File: config.mk
export PLATFORM = sky130hd
export DESIGN_NAME = store_commit_buffer
export DESIGN_NICKNAME = d
export VERILOG_FILES = /design/src/rtl/store_commit_buffer_pkg.sv /design/src/rtl/scb_conflict_cam.sv /design/src/rtl/store_commit_buffer.sv
export SDC_FILE = /design/constraint.sdc
export NUM_CORES = 1
export LEC_CHECK = 0
export ABC_AREA = 1
export CORE_MARGIN = 2
export CORE_UTILIZATION = 50
export DETAILED_ROUTE_END_ITERATION = 8
export PLACE_DENSITY = 0.86
export SYNTH_ARGS = -nofsm -noshare
export SYNTH_HDL_FRONTEND = slang
export SYNTH_SLANG_ARGS = --single-unit
File: constraint.sdc
create_clock -name clk -period 8.9 [get_ports clk]
set_clock_uncertainty 0.05 [all_clocks]
set_input_delay 1.335 -clock clk [delete_from_list [all_inputs] [get_ports clk]]
set_output_delay 1.335 -clock clk [all_outputs]
set_load 0.005 [all_outputs]
File: src/rtl/store_commit_buffer_pkg.sv
// Shared widths, depths, store mask encodings and FSM state type for the store commit buffer.
package store_commit_buffer_pkg;

  localparam int SCB_ADDR_WIDTH = 32;
  localparam int SCB_DATA_WIDTH = 32;
  localparam int SCB_DEPTH      = 4;
  localparam int SCB_PTR_WIDTH  = 2;

  localparam logic [3:0] SCB_MASK_BYTE = 4'b0001;
  localparam logic [3:0] SCB_MASK_HALF = 4'b0011;
  localparam logic [3:0] SCB_MASK_WORD = 4'b1111;

  typedef enum logic {
    S_IDLE = 1'b0,
    S_REQ  = 1'b1
  } scb_state_e;

endpackage

File: src/rtl/scb_conflict_cam.sv
// Word-address CAM across buffered stores; flags a load hitting any valid entry.
// Latency: combinational. Backpressure: none, pure lookup.
module scb_conflict_cam
  import store_commit_buffer_pkg::*;
#(
  parameter int DEPTH  = SCB_DEPTH,
  parameter int WADDR_W = SCB_ADDR_WIDTH - 2
) (
  input  logic [DEPTH-1:0]              entry_vld,
  input  logic [DEPTH-1:0][WADDR_W-1:0] entry_waddr,
  input  logic                          load_check,
  input  logic [WADDR_W-1:0]            load_waddr,
  output logic                          load_conflict
);

  logic [DEPTH-1:0] hit;

  always_comb begin
    hit = '0;
    for (int i = 0; i < DEPTH; i++) begin
      hit[i] = entry_vld[i] && (entry_waddr[i] == load_waddr);
    end
  end

  assign load_conflict = load_check && (|hit);

endmodule

File: src/rtl/store_commit_buffer.sv
// In-order FIFO of committed stores drained to the dcache with req/ack; flags load/store word overlap.
// Latency: push to mem_req is 1 idle cycle. Backpressure: dcache_write_valid drops when full; pop never frees a slot same cycle.
module store_commit_buffer
  import store_commit_buffer_pkg::*;
#(
  parameter int ADDR_WIDTH = SCB_ADDR_WIDTH,
  parameter int DATA_WIDTH = SCB_DATA_WIDTH,
  parameter int DEPTH      = SCB_DEPTH,
  parameter int PTR_WIDTH  = SCB_PTR_WIDTH
) (
  input  logic                  clk,
  input  logic                  rst,
  input  logic                  dcache_write,
  input  logic [3:0]            dcache_mask,
  input  logic [ADDR_WIDTH-1:0] dcache_addr,
  input  logic [DATA_WIDTH-1:0] dcache_data,
  output logic                  dcache_write_valid,
  output logic                  mem_req,
  output logic [ADDR_WIDTH-1:0] mem_addr,
  output logic [3:0]            mem_mask,
  output logic [DATA_WIDTH-1:0] mem_data,
  input  logic                  mem_ack,
  input  logic                  load_check,
  input  logic [ADDR_WIDTH-1:0] load_addr,
  output logic                  load_conflict,
  output logic                  empty
);

  localparam int WADDR_W = ADDR_WIDTH - 2;
  localparam logic [PTR_WIDTH:0] FULL_CNT = (PTR_WIDTH+1)'(DEPTH);

  scb_state_e                       state_q, state_d;
  logic [PTR_WIDTH-1:0]             head_q, head_d, tail_q, tail_d;
  logic [PTR_WIDTH:0]               count_q, count_d;
  logic [DEPTH-1:0]                 vld_q, vld_d;
  logic [DEPTH-1:0][WADDR_W-1:0]    waddr_q, waddr_d;
  logic [DEPTH-1:0][3:0]            mask_q, mask_d;
  logic [DEPTH-1:0][DATA_WIDTH-1:0] data_q, data_d;
  logic                             push, pop;
  logic                             unused_addr_bits;

  // Stores arrive word-aligned, so only the word address is kept.
  assign unused_addr_bits = ^{dcache_addr[1:0], load_addr[1:0]};

  assign dcache_write_valid = (count_q < FULL_CNT);
  assign push = dcache_write && dcache_write_valid;
  assign pop  = (state_q == S_REQ) && mem_ack;

  always_comb begin
    head_d  = head_q;
    tail_d  = tail_q;
    vld_d   = vld_q;
    waddr_d = waddr_q;
    mask_d  = mask_q;
    data_d  = data_q;
    count_d = count_q;
    state_d = state_q;

    if (push) begin
      waddr_d[tail_q] = dcache_addr[ADDR_WIDTH-1:2];
      mask_d[tail_q]  = dcache_mask;
      data_d[tail_q]  = dcache_data;
      vld_d[tail_q]   = 1'b1;
      tail_d          = tail_q + 1'b1;
    end
    if (pop) begin
      vld_d[head_q] = 1'b0;
      head_d        = head_q + 1'b1;
    end

    case ({push, pop})
      2'b10:   count_d = count_q + 1'b1;
      2'b01:   count_d = count_q - 1'b1;
      default: count_d = count_q;
    endcase

    // S_REQ is only entered with a non-empty buffer, so pop and push never target the same slot.
    unique case (state_q)
      S_IDLE:  if (count_q != '0) state_d = S_REQ;
      S_REQ:   if (pop && (count_d == '0)) state_d = S_IDLE;
      default: state_d = S_IDLE;
    endcase
  end

  always_ff @(posedge clk or posedge rst) begin
    if (rst) begin
      state_q <= S_IDLE;
      head_q  <= '0;
      tail_q  <= '0;
      count_q <= '0;
      vld_q   <= '0;
      waddr_q <= '0;
      mask_q  <= '0;
      data_q  <= '0;
    end else begin
      state_q <= state_d;
      head_q  <= head_d;
      tail_q  <= tail_d;
      count_q <= count_d;
      vld_q   <= vld_d;
      waddr_q <= waddr_d;
      mask_q  <= mask_d;
      data_q  <= data_d;
    end
  end

  assign mem_req  = (state_q == S_REQ);
  assign mem_addr = {waddr_q[head_q], 2'b00};
  assign mem_mask = mask_q[head_q];
  assign mem_data = data_q[head_q];
  assign empty    = (count_q == '0) && (state_q == S_IDLE);

  scb_conflict_cam #(
    .DEPTH   (DEPTH),
    .WADDR_W (WADDR_W)
  ) u_cam (
    .entry_vld     (vld_q),
    .entry_waddr   (waddr_q),
    .load_check    (load_check),
    .load_waddr    (load_addr[ADDR_WIDTH-1:2]),
    .load_conflict (load_conflict)
  );

endmodule
==> metrics, run 1 <==
Final ANT Viol Nets 0; maximum VDD drop 0.222 mV; Congestion Overflow GR 0; largest cells by area after synthesis dfrtp_1 49%, nand2_1 14%, o21ai_0 12%, inv_1 4.9%, nor2_1 3.4%; max incr delay on CP 840 ps; largest area contributor in the netlist dfrtp_1; outcome complete, no violations; setup ws final 3740 ps; Hold Path Class reg -> reg; Setup CP Type reg -> out; Hold Slack 429 ps; initial antenna violation count 4; Critical Path RT 7520 ps; Hold Startpoint data_q[38]; Vias 13000; Avg Vias per Cell 5.44; Root Buffer clkbuf_16; post-synthesis cell type count 31; Fin Setup TNS 0 ps; CTS tree yes; post-CTS setup buffers 0; Crit Reg-Reg Startpoint head_q[1]; CTS resizes 0; Post-Layout Inst Area 0.0170 mm²; final worst-path cycle share 57.9%; CP Capture Type primary output; fillcell total 2401; syn_area_per_cell 7.58 µm²; clk slew on worst S/H paths 60 ps; Wirelength per Cell 17.0 µm; flip-flop and latch count after synthesis 276; post-synthesis async set-or-reset flop share 100%; Starting DRT DRC Count 1409; first-pass GRT wire length 64900 µm; # port buffers 170; crit path DAT 3770 ps; WL final 40600 µm; DP Wirelength 26300 µm; die area 0.0298 mm²; DRT Pass-1 Iters 6; dominant synthesized flop cell dfrtp_1; count leader, synth nand2_1; htree depth 1; Core Area 0.0279 mm²; CTS Buffer Depth 3; Final Hold Viols 0; vias in the first global route 12400; layout cells sized above 1 5.34%; chip width 172 µm; most frequent cells after synthesis 543 x nand2_1, 343 x o21ai_0, 276 x dfrtp_1; Leak 8.23 nW; height of the die 172 µm; Worst setup SP type flip-flop; sequential-to-total area share from yosys stat 48.7%; max capacitance violation total 0; worst-skew pair later-pin latency 580 ps; Syn-to-layout area delta 19.8%; Slew headroom 26.5%; pin count of the biggest net entering global routing 197; worst-path maximum fanout 109; Yosys warning total 0; top-area cell type share of the netlist area 48.7%; post-synthesis cell area 0.0142 mm²; Critical path buffers and inverters 3; number of synthesized flops with an enable pin 0; # hold bufs at CTS 0; Worst-Margin Slew 1100 ps; Tot GR Track Use 27.6%; Critical Path Start head_q[0]; Max Slew Vio Count 0; Nets 2095; Starting Density 51.0%; GPL Wtd Cong 0.988; Core Rows 61; cell family with most CP delay buffers and inverters; CP max-delay cell inv_4; RSZ-0062 raised after global routing no; # setup viols final 0; # clock sinks 276; Ports 177; Setup WS pre-CTS 4080 ps; fin crit period 5160 ps; Num CTS Buffers 30; pwr dens 377 mW/mm²; detailed-route DRC error count 0; Syn Inst Count 1873; crit path cell chain inv_4, buf_4, o21ai_0, o22ai_1, clkdlybuf4s50_1; placed inst area 0.0159 mm²; f_max 194 MHz
## metrics by stage
step | instances | power (mW) | utilization [%]
after CTS | 2382 | 6.41 | 61.0
after global placement | 2326 | 4.89 | 57.0
after detailed placement | 2326 | 5.00 | 57.0
after floorplan | 1874 | 3.82 | -
after global routing | 2384 | 6.88 | 61.0
final | 2387 | 6.41 | 61.0
## layout make-up
| cell class | instances | area [µm²] | share of cell area [%] |
|---|---|---|---|
| Antenna cell | 5 | 12.5 | 0.0736 |
| Clock buffer | 43 | 900 | 5.29 |
| Clock inverter | 13 | 215 | 1.27 |
| Inverter | 230 | 872 | 5.13 |
| Multi-Input combinational cell | 1262 | 5830 | 34.3 |
| Sequential cell | 276 | 6910 | 40.6 |
| Tap cell | 378 | 473 | 2.78 |
| Timing Repair Buffer | 180 | 1790 | 10.5 |
## registers in the layout, summed over array words and instances (netlist names)
register	count
head_q	2
vld_q	4
data_q	128
waddr_q	120
mem_req	1
count_q	3
tail_q	2
mask_q	16
## metal layers
layer	vias up	share of wire, %	track usage, %
li1	6163	-	-
met4	0	4.3	11.1
met5	-	0	0
met3	110	8.5	5.04
met2	644	48	46.9
met1	6071	39	35.0
## final timing paths
kind	to	slack, ps	cells past startpoint
min in group asynchronous	data_q[38]	1350	3
setup reg to reg	head_q[1]	6310	6
hold / removal	data_q[38]	430	2
max in group asynchronous	data_q[74]	5720	4
hold reg to reg	data_q[38]	430	2
setup / recovery	mem_data[20]	3740	5
## cell families (layout without fill, tap and decap cells)
group	count (synthesis)	count (layout)	synth area share [%]
compound gates	510	510	18.5
other cells	1	7	0.0264
fa+ha+maj	10	10	0.934
flops	276	276	48.7
simple gates	699	699	19.0
buf+inv	336	466	10.4
xor+xnor	41	41	2.53
## layout by cell type (no fill, tap or decap), drive strengths merged
cell type,count
inv,215
a22oi,4
buf,10
clkbuf,43
ha,9
o211ai,1
xor2,7
clkinvlp,1
nor3,1
o22ai,41
nor4,1
bufinv,5
conb,2
dfrtp,276
o21ai,397
nand4,13
nor2,131
nand3,3
clkdlybuf4s50,170
a21oi,67
xnor2,34
diode,5
clkinv,22
nand2,550
fa,1
## worst reg2reg max path, cell delays in order (launching register included)
cell,delay [ps]
dfrtp_1,360
buf_4,310
inv_2,530
buf_4,710
ha_1,360
nand2_1,60
o21ai_0,80
## where the power goes
| part | internal, mW | switching [mW] | total [mW] |
|---|---|---|---|
| combinational | 1.20 | 1.55 | 2.75 |
| sequential | 1.82 | 0.467 | 2.29 |
| clock | 0.846 | 0.520 | 1.37 |
| total | 3.87 | 2.53 | 6.41 |
(Power assumes the default switching activity.)
==> run 2: changes to the inputs <==
==> constraint.sdc (replaced) <==
create_clock -name clk -period 4.18 [get_ports clk]
set_clock_uncertainty 0.05 [all_clocks]
set_input_delay 0.627 -clock clk [delete_from_list [all_inputs] [get_ports clk]]
set_output_delay 0.627 -clock clk [all_outputs]
set_load 0.005 [all_outputs]
==> metrics, run 2 (synthesized netlist as in run 1, its figures left out) <==
Multi-input gate area 0.00583 mm² (unchanged); most used cell along the critical path a21oi_1; worst-skew pair later-pin latency 570 ps (was 580 ps); r2r endpoint mem_req (was head_q[1]); outcome complete, no violations (unchanged); Starting Density 51.0% (unchanged); Leak 8.25 nW (was 8.23 nW); Critical path buffers and inverters 3 (unchanged); placed inst area 0.0160 mm² (was 0.0159 mm²); die area 0.0298 mm² (unchanged); Crit Reg-Reg Startpoint mem_req (was head_q[1]); depth of the most critical reg-to-reg path 8 (was 6); pwr dens 799 mW/mm² (was 377 mW/mm²); height of the die 172 µm (unchanged); Largest register FFs 128 (unchanged); # clock sinks 276 (unchanged); largest reg by FF count data_q (unchanged); Tot GR Track Use 28.1% (was 27.6%); Max Slew Vio Count 0 (unchanged); first-pass GRT wire length 65900 µm (was 64900 µm); Hold Slack 259 ps (was 429 ps); # setup viols final 0 (unchanged); number of non-filler instances in the completed layout 2395 (was 2387); f_max 264 MHz; Seq. cell area 0.00691 mm² (unchanged); r2r setup slk 1940 ps (was 6310 ps); Critical Path Start head_q[0] (unchanged); Final ANT Viol Nets 0 (unchanged); commonest non-fill, non-tap cell in the layout nand2_1 (unchanged); maximum VDD drop 0.541 mV (was 0.222 mV); CTS tree yes (unchanged); Num CTS Buffers 29 (was 30); RSZ-0062 raised after global routing no (unchanged); fillcell total 2412 (was 2401); Root Buffer clkbuf_16 (unchanged); final worst-path cycle share 90.6%; vias in the first global route 12900 (was 12400); WL final 41200 µm (was 40600 µm); htree depth 1 (unchanged); Fin Setup TNS 0 ps (unchanged); GPL Wtd Cong 0.986 (was 0.988); detailed-route DRC error count 0 (unchanged); # port buffers 170 (unchanged); Post-Layout Inst Area 0.0171 mm² (was 0.0170 mm²); chip width 172 µm (unchanged); Worst setup SP type flip-flop (unchanged); Congestion Overflow GR 0 (unchanged); DP Wirelength 27800 µm (was 26300 µm); # hold bufs at CTS 0 (unchanged); pin count of the biggest net entering global routing 157 (was 197); clk slew on worst S/H paths 70 ps (was 60 ps); max capacitance violation total 0 (unchanged); CTS resizes 0 (unchanged); Core Rows 61 (unchanged); Largest regs data_q x128, waddr_q x120, mask_q x16 (unchanged); Avg Vias per Cell 5.53 (was 5.44); Ports 177 (unchanged); crit path cell chain inv_4, buf_4, a21oi_1, a21oi_1, clkdlybuf4s50_1 (was inv_4, buf_4, o21ai_0, o22ai_1, clkdlybuf4s50_1); max incr delay on CP 670 ps (was 840 ps); CTS Buffer Depth 3 (unchanged); Wirelength per Cell 17.2 µm (was 17.0 µm); Vias 13200 (was 13000); Hold Path Class in -> async (was reg -> reg); most frequent cells in the layout 543 x nand2_1, 343 x o21ai_0, 275 x dfrtp_1, 184 x inv_1, 170 x clkdlybuf4s50_1 (unchanged); Final Hold Viols 0 (unchanged); Syn-to-layout area delta 20.2% (was 19.8%); placed cells 2338 (was 2326); Critical Path RT 3500 ps (was 7520 ps); fin crit period 3790 ps; CP Capture Type primary output (unchanged); DRT Pass-1 Iters 5 (was 6); worst-path maximum fanout 42 (was 109); Setup CP Type reg -> out (unchanged); crit path DAT 3110 ps (was 3770 ps); Starting DRT DRC Count 1329 (was 1409); CP max-delay cell dfrtp_4 (was inv_4); Nets 2106 (was 2095); Worst-Margin Slew 935 ps (was 1100 ps); post-CTS setup buffers 0 (unchanged); layout cells sized above 1 5.81% (was 5.34%); Slew headroom 37.7% (was 26.5%); Core Area 0.0279 mm² (unchanged); cell family with most CP delay buffers and inverters (unchanged); initial antenna violation count 5 (was 4)
[run 2: cell count changes in the layout (fill, tap and decap cells not counted)]
cell and delta:
buf_4 +9, clkbuf_16 -1, clkinv_16 -1, buf_12 +3, inv_16 +1, clkbuf_8 -5, clkinv_2 -2, clkinvlp_4 +6
clkbuf_1 -1, diode_2 -1
[run 2: layout make-up]
| type | count | share of cell area (%) |
|---|---|---|
| well taps | 378 | 2.77 |
| multi-input cells | 1262 | 34.2 |
| clock inverters | 17 | 1.41 |
| flip-flops and latches | 276 | 40.5 |
| diodes | 4 | 0.0587 |
| clock buffers | 36 | 4.70 |
| repair buffers | 192 | 11.2 |
| inverters | 230 | 5.11 |
[run 2: worst max-delay path by stage]
stage               slack, ps  cells past startpoint             to
floorplan                -150                      1     count_q[0]
global placement          780                     11  load_conflict
detailed placement        750                     11  load_conflict
CTS                       430                      5    mem_addr[8]
global route              310                      5    mem_addr[8]
finish                    390                      5    mem_addr[8]
[run 2: worst reg2reg max path, cell delays in order, from the launching register on]
cell and delay [ps]:
dfrtp_1 400, nand2_1 110, clkinv_1 270, ha_1 300
inv_1 110, fa_1 430, o21ai_0 260, nor3_1 90
a21oi_1 150
[run 2: metal layers]
metal / vias to the layer above / wire [µm] / global-route usage (%)
met2: 637 / 19800 / 47.9
met3: 102 / 3530 / 5.06
li1: 6184 / - / -
met1: 6323 / 16400 / 36.1
met5: - / 11 / 0
met4: 2 / 1490 / 9.79
[run 2: power by group]
group	internal (mW)	switching, mW	total (mW)
clock	1.68	1.12	2.80
sequential	3.88	0.988	4.87
combinational	2.64	3.34	5.97
total	8.19	5.45	13.6
[run 2: stage by stage]
step	setup WS [ps]	total power, mW	util (%)
floorplan	-148	8.14	-
global placement	781	10.5	57.5
detailed placement	746	10.8	57.5
CTS	427	13.6	61.2
global route	315	14.7	61.2
finish	392	13.6	61.2
==> run 3: changes to the inputs <==
--- a/config.mk
+++ b/config.mk
@@ -7,9 +7,9 @@
 export LEC_CHECK = 0
 export ABC_AREA = 1
 export CORE_MARGIN = 2
-export CORE_UTILIZATION = 50
+export CORE_UTILIZATION = 51
 export DETAILED_ROUTE_END_ITERATION = 8
-export PLACE_DENSITY = 0.86
+export PLACE_DENSITY = 0.87
 export SYNTH_ARGS = -nofsm -noshare
 export SYNTH_HDL_FRONTEND = slang
 export SYNTH_SLANG_ARGS = --single-unit
==> metrics, run 3 (synthesized netlist as in run 1, its figures left out) <==
detailed-route DRC error count 0 (unchanged); pwr dens 794 mW/mm² (was 799 mW/mm²); CP Capture Type primary output (unchanged); Root Buffer clkbuf_16 (unchanged); DP Wirelength 27100 µm (was 27800 µm); Tot GR Track Use 27.4% (was 28.1%); Critical Path RT 3500 ps (about the same); Vias 13100 (was 13200); Post-Layout Inst Area 0.0170 mm² (was 0.0171 mm²); Worst-Margin Slew 893 ps (was 935 ps); f_max 273 MHz (was 264 MHz); Max Slew Vio Count 0 (unchanged); GPL Wtd Cong 1.01 (was 0.986); Num CTS Buffers 30 (was 29); max capacitance violation total 0 (unchanged); chip width 171 µm (was 172 µm); outcome complete, no violations (unchanged); vias in the first global route 12100 (was 12900); Core Rows 61 (unchanged); total power draw 13.5 mW (was 13.6 mW); Largest register FFs 128 (unchanged); CTS Buffer Depth 3 (unchanged); Largest regs data_q x128, waddr_q x120, mask_q x16 (unchanged); pin count of the biggest net entering global routing 134 (was 157); Leak 8.24 nW (was 8.25 nW); Syn-to-layout area delta 19.9% (was 20.2%); most frequent cells in the layout 543 x nand2_1, 343 x o21ai_0, 275 x dfrtp_1, 184 x inv_1, 170 x clkdlybuf4s50_1 (unchanged); Final ANT Viol Nets 0 (unchanged); worst-skew pair later-pin latency 570 ps (about the same); htree depth 1 (unchanged); Nets 2107 (was 2106); Final Hold Viols 0 (unchanged); setup ws final 513 ps (was 392 ps); first-pass GRT wire length 63400 µm (was 65900 µm); Setup CP Type reg -> out (unchanged); RSZ-0062 raised after global routing no (unchanged); Finished Core Util 61.6% (was 61.2%); final worst-path cycle share 87.7% (was 90.6%); Avg Vias per Cell 5.48 (was 5.53); post-CTS setup buffers 0 (unchanged); Worst setup SP type flip-flop (unchanged); Starting Density 51.4% (was 51.0%); Congestion Overflow GR 0 (unchanged); Hold Slack 430 ps (was 259 ps); Core Area 0.0276 mm² (was 0.0279 mm²); fillcell total 2354 (was 2412); CTS resizes 0 (unchanged); # setup viols final 0 (unchanged); WL final 40500 µm (was 41200 µm); maximum VDD drop 0.580 mV (was 0.541 mV); commonest non-fill, non-tap cell in the layout nand2_1 (unchanged); worst-path maximum fanout 80 (was 42); Seq. cell area 0.00691 mm² (unchanged); largest reg by FF count data_q (unchanged); Multi-input gate area 0.00583 mm² (unchanged); Ports 177 (unchanged); height of the die 171 µm (was 172 µm); clk slew on worst S/H paths 60 ps (was 70 ps); # port buffers 170 (unchanged); DRT Pass-1 Iters 6 (was 5); die area 0.0292 mm² (was 0.0298 mm²); Setup WS pre-CTS 752 ps (was 746 ps); # hold bufs at CTS 0 (unchanged); fin crit period 3670 ps (was 3790 ps); initial antenna violation count 2 (was 5); layout cells sized above 1 5.56% (was 5.81%); # clock sinks 276 (unchanged); Slew headroom 40.5% (was 37.7%); crit path DAT 2990 ps (was 3110 ps); Starting DRT DRC Count 1283 (was 1329); placed inst area 0.0160 mm² (about the same); Wirelength per Cell 16.9 µm (was 17.2 µm); Hold Path Class reg -> reg (was in -> async); CTS tree yes (unchanged)
==> run 3: changes by cell type in the layout (fill, tap and decap cells not counted), moves of 2 or more <==
cell / delta
bufinv_16: -2
clkbuf_1: +7
clkinvlp_4: -5
diode_2: -2
==> run 3: cell type report <==
class | count | area share, %
inverters | 230 | 5.12
flip-flops and latches | 276 | 40.6
clock inverters | 10 | 0.897
diodes | 2 | 0.0294
repair buffers | 192 | 11.2
well taps | 378 | 2.78
multi-input cells | 1262 | 34.3
clock buffers | 45 | 5.10
==> run 3: layer usage <==
layer | vias to the layer above | GRT usage, % | wire [µm]
met4 | 0 | 11.2 | 1790
met1 | 6178 | 36.4 | 16200
li1 | 6183 | - | -
met3 | 117 | 4.49 | 3480
met2 | 657 | 44.8 | 19100
met5 | - | 0 | 0
==> run 3: worst paths after layout <==
kind                            start      endpoint  slack, ps  cells after the start
setup / recovery            head_q[0]  mem_addr[26]        510                      5
hold / removal             data_q[56]    data_q[56]        430                      2
setup reg to reg              mem_req       mem_req       1930                      8
hold reg to reg            data_q[56]    data_q[56]        430                      2
max in group asynchronous         rst    waddr_q[9]       2520                      3
min in group asynchronous         rst    count_q[2]        440                      2
==> run 3: through the flow <==
stage                     cells  TNS (ps)
final                      2395         0
after global placement     2338         0
after global routing       2394         0
after CTS                  2393         0
after detailed placement   2338         0
after floorplan            1874    -40950
==> run 3: worst max-delay path: stages, from the launching register on <==
cell	delay, ps
dfrtp_4	500
inv_4	620
buf_4	300
o21ai_0	90
o21ai_0	290
clkdlybuf4s50_1	580
==> run 3: power by group <==
group | internal (mW) | switching [mW]
combinational | 2.63 | 3.38
sequential | 3.88 | 0.923
clock | 1.62 | 1.08
total | 8.13 | 5.38
